===== src/rtl/dram_addr_demux.sv =====
// rtl/dram_addr_demux.sv - memory-side decoder for a row/column multiplexed DRAM address bus
//
// Rebuilds the full word address from the shared MA lines under nRAS/nCAS control.
// Each memory cycle is classified as read, write, RAS-only refresh or CAS-before-RAS
// refresh, and a one-clock strobe is issued for it. Every output is registered.
//
// Ports:
//   CLK      in   system clock, all inputs sampled on the rising edge
//   nRES     in   asynchronous active-low reset
//   MA       in   [AW]    multiplexed address (row at RAS fall, column at CAS fall)
//   nRAS     in   row address strobe, active low
//   nCAS     in   column address strobe, active low
//   nWE      in   write enable, active low, taken on the CAS-fall clock
//   ROW      out  [AW]    latched row address
//   COL      out  [AW]    latched column address
//   ADDR     out  [2*AW]  {ROW, COL} of the most recent access
//   RD_STB   out  one-clock read access pulse
//   WR_STB   out  one-clock write access pulse
//   PAGE     out  with RD/WR_STB: 2nd or later CAS in the same RAS-low period
//   REF_STB  out  one-clock refresh-complete pulse
//   REF_ROW  out  [AW]    refreshed row, valid with REF_STB
//   ERR      out  one-clock protocol violation pulse

module dram_addr_demux #(
  parameter int AW = 7
) (
  input  logic            CLK,
  input  logic            nRES,
  input  logic [AW-1:0]   MA,
  input  logic            nRAS,
  input  logic            nCAS,
  input  logic            nWE,
  output logic [AW-1:0]   ROW,
  output logic [AW-1:0]   COL,
  output logic [2*AW-1:0] ADDR,
  output logic            RD_STB,
  output logic            WR_STB,
  output logic            PAGE,
  output logic            REF_STB,
  output logic [AW-1:0]   REF_ROW,
  output logic            ERR
);

  localparam logic [1:0] ST_IDLE    = 2'd0;
  localparam logic [1:0] ST_ROWOPEN = 2'd1;
  localparam logic [1:0] ST_ACCESS  = 2'd2;
  localparam logic [1:0] ST_CBR     = 2'd3;

  logic [1:0]      state_q,   state_d;
  logic            ras_q,     ras_d;
  logic            cas_q,     cas_d;
  logic            armed_q,   armed_d;
  logic            accessed_q, accessed_d;
  logic [AW-1:0]   refcnt_q,  refcnt_d;
  logic [AW-1:0]   row_q,     row_d;
  logic [AW-1:0]   col_q,     col_d;
  logic [2*AW-1:0] addr_q,    addr_d;
  logic            rd_stb_q,  rd_stb_d;
  logic            wr_stb_q,  wr_stb_d;
  logic            page_q,    page_d;
  logic            ref_stb_q, ref_stb_d;
  logic [AW-1:0]   ref_row_q, ref_row_d;
  logic            err_q,     err_d;

  logic ras_fall, ras_rise, cas_fall, cas_rise;

  // Edges only count once nRAS has been seen high after reset; this keeps a
  // strobe held low across reset release from looking like a fresh fall.
  assign ras_fall = armed_q &  ras_q & ~nRAS;
  assign ras_rise = armed_q & ~ras_q &  nRAS;
  assign cas_fall = armed_q &  cas_q & ~nCAS;
  assign cas_rise = armed_q & ~cas_q &  nCAS;

  always_comb begin
    state_d    = state_q;
    ras_d      = nRAS;
    cas_d      = nCAS;
    armed_d    = armed_q | nRAS;
    accessed_d = accessed_q;
    refcnt_d   = refcnt_q;
    row_d      = row_q;
    col_d      = col_q;
    addr_d     = addr_q;
    rd_stb_d   = 1'b0;
    wr_stb_d   = 1'b0;
    page_d     = 1'b0;
    ref_stb_d  = 1'b0;
    ref_row_d  = ref_row_q;
    err_d      = 1'b0;

    case (state_q)
      ST_IDLE: begin
        if (ras_fall) begin
          if (!nCAS && !cas_q) begin
            // CAS was already low before RAS fell: CAS-before-RAS refresh
            // using the internal row counter.
            ref_stb_d = 1'b1;
            ref_row_d = refcnt_q;
            refcnt_d  = refcnt_q + AW'(1);
            state_d   = ST_CBR;
          end else begin
            // A CAS falling on the same clock as RAS is flagged and not
            // treated as an access; a fresh CAS fall is needed afterwards.
            row_d      = MA;
            accessed_d = 1'b0;
            err_d      = ~nCAS;
            state_d    = ST_ROWOPEN;
          end
        end
      end

      ST_ROWOPEN: begin
        // RAS rise outranks a CAS fall on the same clock.
        if (ras_rise) begin
          if (!accessed_q) begin
            ref_stb_d = 1'b1;
            ref_row_d = row_q;
          end
          state_d = ST_IDLE;
        end else if (cas_fall) begin
          col_d      = MA;
          addr_d     = {row_q, MA};
          rd_stb_d   = nWE;
          wr_stb_d   = ~nWE;
          page_d     = accessed_q;
          accessed_d = 1'b1;
          state_d    = ST_ACCESS;
        end
      end

      ST_ACCESS: begin
        if (ras_rise) begin
          if (!accessed_q) begin
            ref_stb_d = 1'b1;
            ref_row_d = row_q;
          end
          state_d = ST_IDLE;
        end else if (cas_rise) begin
          state_d = ST_ROWOPEN;
        end
      end

      ST_CBR: begin
        if (ras_rise) begin
          state_d = ST_IDLE;
        end
      end

      default: begin
        state_d = ST_IDLE;
      end
    endcase
  end

  always_ff @(posedge CLK or negedge nRES) begin
    if (!nRES) begin
      state_q    <= ST_IDLE;
      ras_q      <= 1'b1;
      cas_q      <= 1'b1;
      armed_q    <= 1'b0;
      accessed_q <= 1'b0;
      refcnt_q   <= '0;
      row_q      <= '0;
      col_q      <= '0;
      addr_q     <= '0;
      rd_stb_q   <= 1'b0;
      wr_stb_q   <= 1'b0;
      page_q     <= 1'b0;
      ref_stb_q  <= 1'b0;
      ref_row_q  <= '0;
      err_q      <= 1'b0;
    end else begin
      state_q    <= state_d;
      ras_q      <= ras_d;
      cas_q      <= cas_d;
      armed_q    <= armed_d;
      accessed_q <= accessed_d;
      refcnt_q   <= refcnt_d;
      row_q      <= row_d;
      col_q      <= col_d;
      addr_q     <= addr_d;
      rd_stb_q   <= rd_stb_d;
      wr_stb_q   <= wr_stb_d;
      page_q     <= page_d;
      ref_stb_q  <= ref_stb_d;
      ref_row_q  <= ref_row_d;
      err_q      <= err_d;
    end
  end

  assign ROW     = row_q;
  assign COL     = col_q;
  assign ADDR    = addr_q;
  assign RD_STB  = rd_stb_q;
  assign WR_STB  = wr_stb_q;
  assign PAGE    = page_q;
  assign REF_STB = ref_stb_q;
  assign REF_ROW = ref_row_q;
  assign ERR     = err_q;

endmodule


===== config.mk =====
export PLATFORM = sky130hd
export DESIGN_NAME = dram_addr_demux
export DESIGN_NICKNAME = d
export VERILOG_FILES = /design/src/rtl/dram_addr_demux.sv
export SDC_FILE = /design/constraint.sdc
export NUM_CORES = 1
export LEC_CHECK = 0
export ABC_AREA = 1
export BUFFER_PORTS_ARGS = -buffer_cell sky130_fd_sc_hd__buf_2
export CORE_MARGIN = 2
export CORE_UTILIZATION = 57
export DETAILED_ROUTE_END_ITERATION = 16
export HOLD_SLACK_MARGIN = 0.08
export PLACE_DENSITY = 0.93
export SLEW_MARGIN = 25
export SYNTH_ARGS = -nofsm -noshare
export SYNTH_HDL_FRONTEND = slang
export SYNTH_SLANG_ARGS = --single-unit
export TNS_END_PERCENT = 1

===== constraint.sdc =====
create_clock -name CLK -period 2.7 [get_ports CLK]
set_input_delay 0.27 -clock CLK [delete_from_list [all_inputs] [get_ports CLK]]
set_output_delay 0.27 -clock CLK [all_outputs]
set_load 0.005 [all_outputs]

### After elaboration in Yosys (flattened, before gate mapping)

Index checks and enable logic that the tools add are counted.

* $add $sub $neg: 1
* multiply operators: 0
* div/mod/pow operators: 0
* $lt $le $gt $ge: 0
* eq/ne operators: 13
* shifts and indexed selects: 0
* muxes and demuxes: 35
* bitwise operators: 16
* reduce and logical (&&, ||, !) cells: 13

Operators with widths (count)
* $mux 7: 4
* $mux 1: 20
* $mux 2: 7
* $ne 2x2->1 const B: 7
* $pmux 7 s2: 1
* $reduce_and 5->1: 2
* $reduce_and 3->1: 3
* $and 1x1->1: 8
* $pmux 2 s4: 1
* $add 7x1->7 const B: 1
* $not 1->1: 7
* $ne 3x3->1 const B: 2
* $eq 2x2->1 const B: 2
* $pmux 1 s2: 2
* $reduce_and 4->1: 1
* $reduce_bool 2->1: 2
* $eq 2x1->1 const B: 1
* $logic_not 1->1: 2
* $logic_not 2->1: 1
* $ne 2x1->1 const B: 1
* $reduce_or 2->1: 1
* $logic_and 1x1->1: 1
* $or 1x1->1: 1

* flip-flop bits (word level): 53
* bits in latches: 0
* bits in writable memories: 0
* memory bits (read-only): 0
* input bits: 12
* output and inout bits: 40
* word-level logic and storage cells: 93
* memories: 0

### Logic depth before layout (Yosys ltp)

Gate-level depths: netlist (run 1).

* depth after elaboration: 6
* depth in mapped cells: 8
* gate-level depth less buffers: 8

### Worst setup path before layout (run 1)

OpenSTA, ideal clock, no wires.

* path kind: register to register
* start point: register state_q[0]
* end point: register ref_row_q[0], in the netlist REF_ROW[0]
* setup time: 0.117 ns
* arrival time: 1.492 ns
* data required time: 2.583 ns
* slack: 1.092 ns
* cell stages (with the launch flop): 8
* path buffers: 2
* period minus slack after synthesis: 1.608 ns
* cells stage by stage: dfrtp_1 > inv_1 > ha_1 > clkbuf_1 > clkbuf_1 > o21ai_0 > nand3_1 > nand2_1

* longest elaborated chain between the ends: 4
* elaborated cells on any way between the ends: 11
* those cells by class: eq/ne: 6; mux: 1; reduce/logical: 4

RTL lines
* start, declared: line 49 `logic [1:0] state_q, state_d;`
* start signal, assigned: line 173 `state_q <= state_d;`
* $eq 2x2->1 or $eq 2x1->1 (tied branches): line 91 `case (state_q)`
* $reduce_or 2->1 (no line)
* $ne 2x1->1 (no line), or another cell as far along
* $reduce_and 5->1 (no line)
* end signal, assigned: line 186 `ref_row_q <= ref_row_d;`
* end, declared: line 62 `logic [AW-1:0] ref_row_q, ref_row_d;`

Several ways; a longest one is shown, not always the timed one.
A chain may end at the register's enable or synchronous reset.

### Worst setup path after layout (run 1)

* start point: register state_q[0]
* end point: register ref_row_q[3], in the netlist REF_ROW[3]

Same word-level chain as after synthesis.

==> flow_summary_export.csv, run 1 <==
group,metric,value,unit
worst_setup_path,critPathLaunchType,"flop",
drt,dr_total_vias,1746,
yosys,synth_edf_count,0,
sta,hold_viol_final,0,
worst_setup_path,crit_arrival,1980,ps
drt,viasPerCell,4.95,
yosys,synth.yosys.seq_area_share,52.9,%
clock_network,clock_path_buffers,2,
worst_setup_path,path_cells,"inv_1 -> ha_1 -> nand2_1 -> nand2_2 -> nand2_2 -> nand2_1 -> nand2_1",
worst_setup_path,r2r-end,"REF_ROW[3]$_DFFE_PN0P_",
floorplan,core-area,3660,sq um
place,placed_cell_area,2410,sq um
yosys,yosysTopAreaCellShare,50.5,%
power_and_ir_drop,peakVddDrop,0.000525,V
sta,holdWs,96.2,ps
worst_setup_path,required,2890,ps
floorplan,die-area,4330,sq um
worst_setup_path,ff2ff_path_depth,7,
clock_network,clockRootBuffer,"clkbuf_8",
worst_setup_path,crit_end,"REF_ROW[3]$_DFFE_PN0P_",
global_route,antenna_found_initial,0,
drt,ant_nets,0,
sta,slew_headroom,63.4,%
drt,detail_route.wl_per_cell,12.1,microns
clock_network,ctsResizeCount,0,
yosys,synth-seq-cells,46,
outcome,outcome,"completed",
yosys,synth_largest_area_cell,"dfrtp_1",
place,numPortBuffers,51,
sta,setup_violations,0,
worst_setup_path,end_kind,"flop",
global_route,overflow,0,
clock_network,cts_setup_buffers,0,
worst_setup_path,rr_startpoint,"state_q[0]$_DFFE_PN0P_",
global_route,gr-usage-all-layers,22.1,%
power_and_ir_drop,p_switching,1.11,mW
sta,period_share,66.1,%
sta,skew,7.06,ps
clock_network,cts_buffers,5,
worst_setup_path,reg2reg_slack,920,ps
clock_network,path_clk_slew,80,ps
global_route,grt_pass1_vias,1650,
worst_setup_path,crit_fanout,17,
clock_network,cts_sinks,46,
power_and_ir_drop,comb_power_share,38.0,%
floorplan,num_rows,22,
sta,setup_tns,0,ps
yosys,ys_types,25,
yosys,async_flop_share,100,%
run,maxCapViolCount,0,
power_and_ir_drop,sw_frac_of_total,38.0,%
worst_setup_path,crit_slowest_cell,"ha_1",
power_and_ir_drop,seqPwrFrac,40.6,%
drt,first_iter_violations,129,
yosys,yosysMostFrequentCell,"nand2_1",
worst_setup_path,crit_type,"reg2reg",
power_and_ir_drop,power.internal,1.81,mW
sta,rsz0062_at_grt,"false",
clock_network,clock_latency,300,ps
floorplan,die_y,65.8,microns
place,gp_congestion,0.842,
floorplan,die_w,65.8,microns
drt,wl,4270,microns
clock_network,cts-htree-levels,2,
finish,n_antenna_cell,0,
sta,slew_viol_final,0,
finish,nNetsFinal,324,
worst_setup_path,crit_start,"state_q[0]$_DFFE_PN0P_",
finish,fillers,304,
clock_network,cts_tree,"built",
global_route,grt_max_degree,47,
floorplan,initial_utilization,59.5,%
sta,worstMarginPinSlew,549,ps
hold_path,hold_path_class,"in2reg",
yosys,yosys_warnings,0,
drt,drc_errors,0,
yosys,synth.area.top_cells,"dfrtp_1, nand2_1, inv_1, ha_1, o21ai_1",
yosys,synth_area_per_cell,8.48,sq um
power_and_ir_drop,leakage,1.46,nW
drt,first_pass_iters,4,
finish,drive_above_1_share,23.0,%
finish,fin_area,2570,sq um
hold_path,hold_start,"nCAS",
sta,fmax,0.560,GHz
worst_setup_path,cp_common_cell,"nand2_1",
yosys,synth-main-ff-cell,"dfrtp_1",
sta,min_period,1780,ps
power_and_ir_drop,powerDensity,1140,nW/um^2
yosys,synthCells,257,
power_and_ir_drop,design_power_total,2.92,mW
finish,area_growth_syn_to_layout,17.7,%
place,dp_hpwl,3040,microns
global_route,grt_pass1_wl,7200,microns
power_and_ir_drop,p_clk_share,21.3,%
floorplan,ios,52,
worst_setup_path,max_stage_delay,560,ps
yosys,synth_common_cells,"nand2_1, dfrtp_1, inv_1",
yosys,syn-cell-area,2180,sq um
yosys,syn-num-nets,277,
[through the flow]
step	setup slack, ps	util (%)	instances
4_1_cts	912	69.8	352
6_report	916	70.1	353
3_3_place_gp	1040	65.9	344
5_1_grt	763	70.1	353
3_5_place_dp	929	65.9	344
2_1_floorplan	1090	-	257
[timing repair]
| item | in CTS | in global routing |
|---|---|---|
| endpoints found under the setup margin | 0 | 0 |
| endpoints found under the hold margin | 0 | 44 |
| hold buffers | 0 | 1 |
[power groups by stage]
stage	registers, mW	logic [mW]	clock network [mW]
2_1_floorplan	1.17	0.764	0
3_3_place_gp	1.18	1.06	0
3_5_place_dp	1.20	1.10	0
4_1_cts	1.19	1.12	0.628
5_1_grt	1.22	1.28	0.659
6_report	1.19	1.11	0.624
[how the worst min path moves through the flow]
stage	to	slack, ps	cells past startpoint
floorplan	ADDR[10]$_DFFE_PN0P_	-30	0
global placement	cas_q$_DFF_PN1_	400	1
detailed placement	cas_q$_DFF_PN1_	410	1
CTS	cas_q$_DFF_PN1_	90	1
global route	ras_q$_DFF_PN1_	90	1
finish	cas_q$_DFF_PN1_	100	1
[cell families (layout without fill, tap and decap cells)]
group	count (synthesis)	count (layout)	synth area share, %
and+or+nand+nor	131	131	25.5
adders and majority gates	8	8	4.59
DFF	46	46	52.9
buffers and inverters	42	90	9.13
AOI/OAI and AO/OA	26	26	6.26
xor gates and xnor gates	4	4	1.61
[cell type report]
| class | count | area, sq um | share of cell area [%] |
|---|---|---|---|
| Clock buffer | 6 | 82.6 | 3.22 |
| Multi-Input combinational cell | 169 | 827 | 32.2 |
| Sequential cell | 46 | 1150 | 45.0 |
| Inverter | 30 | 115 | 4.49 |
| Tap cell | 48 | 60.1 | 2.34 |
| Timing Repair Buffer | 52 | 268 | 10.4 |
| Clock inverter | 2 | 60.1 | 2.34 |
[routing by layer]
layer / GRT usage, % / part of all wire [%]
met5: 0 / 0
met4: 9.90 / 2.6
met3: 4.77 / 5.6
met2: 37.1 / 49
met1: 27.4 / 43
[sequential cells by signal, indices dropped and copies added (netlist names), 2 cells and up]
register / cells
refcnt_q: 7
COL: 6
ROW: 7
REF_ROW: 7
state_q: 2
ADDR: 8
[critical path, delay by kind of cell (launching register included)]
kind          cells  cell delay, ps
fa+ha+maj         1             560
buf+inv           1             110
flops             1             460
simple gates      5             550
[layout by cell type, fill, tap and decap left out]
cell type / synthesis / layout
nand2_2: 2 / 2
nand4_1: 2 / 2
clkbuf_8: 0 / 6
nor4_1: 1 / 1
a21oi_1: 1 / 1
bufinv_16: 0 / 2
inv_4: 1 / 1
nand3_2: 3 / 3
buf_2: 1 / 50
buf_4: 8 / 1
nor2_1: 9 / 9
nor3_2: 1 / 1
dlygate4sd3_1: 0 / 1
nor3_1: 2 / 2
nand3_1: 13 / 13
xor2_1: 4 / 4
dfstp_2: 2 / 2
o21ai_1: 14 / 14
o21ai_2: 1 / 1
inv_1: 29 / 29
a21o_1: 1 / 1
ha_1: 8 / 8
nand2_1: 97 / 97
o21ai_0: 9 / 9
dfrtp_1: 44 / 44
nor2_4: 1 / 1
Power figures use the tool's default switching activity.
==> inputs of run 2 (changes only) <==
- CORE_UTILIZATION: 57 -> 48
- PLACE_DENSITY: 0.93 -> 0.85
- clock period: 2.7 -> 1.5 ns (I/O delays scaled with it)
==> flow_summary_export.csv, run 2 (synthesis results as in run 1) <==
group,metric,value,unit
clock_network,cts-htree-levels,2,
finish,n_antenna_cell,0,
sta,slew_viol_final,0,
worst_setup_path,rr_startpoint,"state_q[0]$_DFFE_PN0P_",
place,gp_congestion,0.874,
worst_setup_path,critPathLaunchType,"flop",
power_and_ir_drop,leakage,1.52,nW
worst_setup_path,crit_slowest_cell,"dfrtp_1",
power_and_ir_drop,design_power_total,5.25,mW
power_and_ir_drop,peakVddDrop,0.000774,V
hold_path,whs_path_depth,3,
worst_setup_path,crit_fanout,13,
hold_path,hold_start,"MA[5]",
drt,ant_nets,0,
sta,hold_viol_final,0,
worst_setup_path,crit_type,"reg2reg",
run,maxCapViolCount,0,
finish,area_growth_syn_to_layout,22.7,%
clock_network,clock_latency,300,ps
sta,rsz0062_at_grt,"false",
sta,skew,12.9,ps
finish,layout_common_cells,"nand2_1, buf_2, dfrtp_1",
floorplan,num_rows,24,
sta,period_share,95.1,%
hold_path,whs_endpoint,"COL[5]$_DFFE_PN0P_",
finish,layout_commonest_cell,"nand2_1",
floorplan,ios,52,
floorplan,die_y,71.4,microns
finish,nNetsFinal,337,
global_route,overflow,0,
drt,first_pass_iters,4,
global_route,antenna_found_initial,0,
worst_setup_path,reg2reg_slack,70,ps
global_route,grt_pass1_wl,7230,microns
clock_network,path_clk_slew,90,ps
clock_network,clock_path_buffers,2,
place,dp_hpwl,3310,microns
finish,drive_above_1_share,26.1,%
drt,drc_errors,0,
drt,dr_total_vias,1788,
worst_setup_path,max_stage_delay,400,ps
worst_setup_path,path_cells,"inv_2 -> ha_2 -> buf_4 -> o21ai_0 -> nand3_1 -> nand2_1",
sta,setup_tns,0,ps
global_route,gr-usage-all-layers,18.1,%
finish,fillers,363,
global_route,grt_pass1_vias,1671,
worst_setup_path,end_kind,"flop",
clock_network,cts_sinks,46,
drt,detail_route.wl_per_cell,12.0,microns
sta,worstMarginPinSlew,249,ps
worst_setup_path,crit_arrival,1660,ps
power_and_ir_drop,powerDensity,1960,nW/um^2
worst_setup_path,path_delay_family,"flip-flops",
sta,fmax,0.701,GHz
sta,holdWs,94.0,ps
floorplan,core-area,4350,sq um
worst_setup_path,required,1740,ps
place,numPortBuffers,51,
worst_setup_path,r2r-end,"REF_ROW[1]$_DFFE_PN0P_",
clock_network,cts_buffers,5,
floorplan,die_w,71.4,microns
sta,setup_violations,0,
drt,first_iter_violations,144,
finish,largest_reg_flops,8,
sta,worst_slack,73.9,ps
drt,wl,4440,microns
sta,slew_headroom,83.2,%
drt,viasPerCell,4.83,
global_route,grt_max_degree,47,
sta,min_period,1430,ps
hold_path,hold_path_class,"in2reg",
floorplan,die-area,5100,sq um
worst_setup_path,ff2ff_path_depth,6,
worst_setup_path,critPathBufInv,2,
clock_network,cts_tree,"built",
place,pre_cts_slack,100,ps
clock_network,clockRootBuffer,"clkbuf_8",
floorplan,initial_utilization,50.1,%
outcome,outcome,"completed",
-- run 2: stage by stage --
stage | utilization (%) | area (sq um) | instances
global route | 61.4 | 2670 | 370
CTS | 61.0 | 2660 | 370
detailed placement | 57.5 | 2500 | 358
floorplan | - | 2180 | 257
finish | 61.4 | 2670 | 370
global placement | 57.5 | 2500 | 358
-- run 2: worst min-delay path: stages --
cell	delay (ps)
buf_2	90
inv_1	60
o21ai_1	60
-- run 2: how the worst max path moves through the flow --
stage	from	to	slack, ps	depth (start not counted)
after floorplan	state_q[0]$_DFFE_PN0P_	refcnt_q[4]$_DFFE_PN0P_	20	6
final	state_q[0]$_DFFE_PN0P_	REF_ROW[1]$_DFFE_PN0P_	70	6
after CTS	state_q[0]$_DFFE_PN0P_	REF_ROW[2]$_DFFE_PN0P_	70	7
after detailed placement	state_q[0]$_DFFE_PN0P_	refcnt_q[2]$_DFFE_PN0P_	100	7
after global placement	state_q[0]$_DFFE_PN0P_	REF_ROW[1]$_DFFE_PN0P_	130	7
after global routing	state_q[1]$_DFFE_PN0P_	REF_ROW[3]$_DFFE_PN0P_	6	7
-- run 2: final cells by class --
| class | count | area (sq um) | area share (%) |
|---|---|---|---|
| timing repair buffer | 65 | 383 | 14.3 |
| clock buffer | 5 | 68.8 | 2.57 |
| clock inverter | 3 | 43.8 | 1.64 |
| tap | 52 | 65.1 | 2.43 |
| multi-input combinational | 169 | 845 | 31.6 |
| sequential | 46 | 1150 | 43.1 |
| inverter | 30 | 115 | 4.31 |
-- run 2: power by group --
part	switching (mW)	internal [mW]
Sequential	0.386	1.73
Clock	0.423	0.499
Combinational	1.26	0.954
Total	2.07	3.18
-- run 2: what timing repair did --
action / in CTS / in global routing
endpoints found under the hold margin: 51 / 0
hold buffers: 4 / 0
setup endpoints to repair: 0 / 8
gates resized for setup: 0 / 5
buffers inserted: 0 / 0
-- run 2: per-layer routing --
layer | global-route usage (%) | routed length [microns]
met5 | 0 | 0
met4 | 7.97 | 92
met3 | 4.08 | 217
met2 | 31.2 | 2270
met1 | 21.7 | 1860
==> inputs of run 3 (changes only) <==
- CORE_MARGIN: 2 -> 1
- clock period: 1.5 -> 1.28 ns (I/O delays scaled with it)
==> flow_summary_export.csv, run 3 (synthesis results as in run 1) <==
group,metric,value,unit
global_route,gr-usage-all-layers,22.8,%
finish,area_growth_syn_to_layout,33.0,%
worst_setup_path,crit_type,"reg2reg",
floorplan,core-area,4350,sq um
worst_setup_path,required,1480,ps
drt,drc_errors,0,
power_and_ir_drop,powerDensity,2300,nW/um^2
clock_network,cts_buffers,5,
power_and_ir_drop,peakVddDrop,0.00139,V
worst_setup_path,crit_fanout,4,
drt,wl,5070,microns
sta,worst_slack,-78.0,ps
sta,skew,7.38,ps
sta,slew_headroom,79.8,%
worst_setup_path,crit_end,"accessed_q$_DFFE_PN0P_",
floorplan,die_w,69.4,microns
worst_setup_path,path_cells,"nand3_4 -> nor2_4 -> nand2_2 -> nand2_1 -> nand2_1 -> nand2_1 -> nand2_1",
drt,first_iter_violations,144,
place,numPortBuffers,51,
worst_setup_path,end_kind,"flop",
sta,hold_viol_final,0,
floorplan,ios,52,
clock_network,clock_path_buffers,2,
drt,detail_route.wl_per_cell,13.3,microns
clock_network,cts_sinks,46,
sta,fmax,0.736,GHz
power_and_ir_drop,leakage,1.59,nW
clock_network,cts-htree-levels,2,
worst_setup_path,critPathLaunchType,"flop",
floorplan,initial_utilization,50.1,%
floorplan,die-area,4810,sq um
worst_setup_path,rr_startpoint,"ras_q$_DFF_PN1_",
finish,drive_above_1_share,32.8,%
finish,fin_util,66.6,%
run,maxCapViolCount,0,
sta,min_period,1360,ps
finish,fillers,329,
worst_setup_path,worst-path-stages,7,
global_route,grt_pass1_vias,1857,
worst_setup_path,r2r-end,"accessed_q$_DFFE_PN0P_",
sta,setup_violations,29,
sta,period_share,106,%
worst_setup_path,crit_arrival,1550,ps
worst_setup_path,max_stage_delay,570,ps
place,gp_congestion,0.844,
worst_setup_path,path_delay_family,"simple AND/OR/NAND/NOR gates",
drt,ant_nets,0,
global_route,grt_pass1_wl,8650,microns
clock_network,path_clk_slew,90,ps
worst_setup_path,reg2reg_slack,-80,ps
sta,worstMarginPinSlew,302,ps
worst_setup_path,cp_common_cell,"nand2_1",
drt,viasPerCell,5.02,
clock_network,clock_latency,310,ps
worst_setup_path,critPathBufInv,0,
worst_setup_path,crit_slowest_cell,"dfstp_2",
finish,largest_reg_flops,8,
global_route,antenna_found_initial,0,
hold_path,hold_path_class,"in2reg",
finish,n_antenna_cell,0,
drt,dr_total_vias,1913,
sta,holdWs,84.2,ps
global_route,grt_max_degree,47,
finish,layout_common_cells,"nand2_1, buf_2, dfrtp_1",
sta,rsz0062_at_grt,"true",
place,dp_hpwl,3330,microns
sta,slew_viol_final,0,
clock_network,cts_tree,"built",
outcome,outcome,"finished with violations",
place,placed_cell_area,2630,sq um
drt,first_pass_iters,4,
worst_setup_path,crit_start,"ras_q$_DFF_PN1_",
clock_network,clockRootBuffer,"clkbuf_8",
finish,nNetsFinal,348,
global_route,overflow,0,
outcome,violations,"setup timing",
finish,fin_area,2900,sq um
finish,layout_commonest_cell,"nand2_1",
floorplan,num_rows,24,
floorplan,die_y,69.4,microns
worst_setup_path,ff2ff_path_depth,7,
run 3: metrics by stage:
stage,worst slack (ps),setup TNS [ps],cells,total power [mW]
after floorplan,-75.1,-1370,257,4.40
after global placement,-17.2,-35.4,363,5.27
after detailed placement,-52.3,-426,363,5.43
after CTS,-45.9,-723,380,6.61
after global routing,-165,-3610,381,7.23
final,-78.0,-711,381,6.68
run 3: worst min path at each step:
| stage | to | startpoint | cells after the start | slack, ps |
|---|---|---|---|---|
| 2_1_floorplan | ADDR[10]$_DFFE_PN0P_ | nRES | 0 | -170 |
| 4_1_cts | ROW[4]$_DFFE_PN0P_ | MA[4] | 3 | 80 |
| 5_1_grt | ROW[4]$_DFFE_PN0P_ | MA[4] | 3 | 110 |
| 6_report | ROW[4]$_DFFE_PN0P_ | MA[4] | 3 | 80 |
| 3_3_place_gp | WR_STB$_DFF_PN0_ | nRES | 2 | 120 |
| 3_5_place_dp | WR_STB$_DFF_PN0_ | nRES | 2 | 120 |
run 3: area by class of cell:
cell class | count | area [sq um] | area share [%]
sequential | 46 | 1160 | 39.9
multi-input combinational | 169 | 937 | 32.3
timing repair buffer | 76 | 509 | 17.6
inverter | 30 | 118 | 4.06
clock buffer | 5 | 68.8 | 2.37
tap | 52 | 65.1 | 2.25
clock inverter | 3 | 43.8 | 1.51
run 3: worst min-delay path: stages:
cell and delay [ps]:
buf_2 100, inv_1 70, o21ai_1 70
run 3: layer usage:
layer	GRT usage (%)	vias to the layer above	routed length [microns]
met2	40.1	59	2690
met1	27.5	902	2040
met3	5.09	12	230
met4	7.48	0	112
li1	-	940	-
met5	0	-	0
run 3: timing repair:
item | 4_1_cts | 5_1_grt
pin swaps | 3 | 3
buffers inserted | 0 | 0
hold buffers | 9 | 1
endpoints found under the hold margin | 60 | 1
setup endpoints to repair | 39 | 43
gates resized for setup | 9 | 10
run 3: power breakdown:
group / internal [mW] / switching (mW)
Sequential: 2.03 / 0.474
Clock: 0.585 / 0.515
Combinational: 1.40 / 1.67
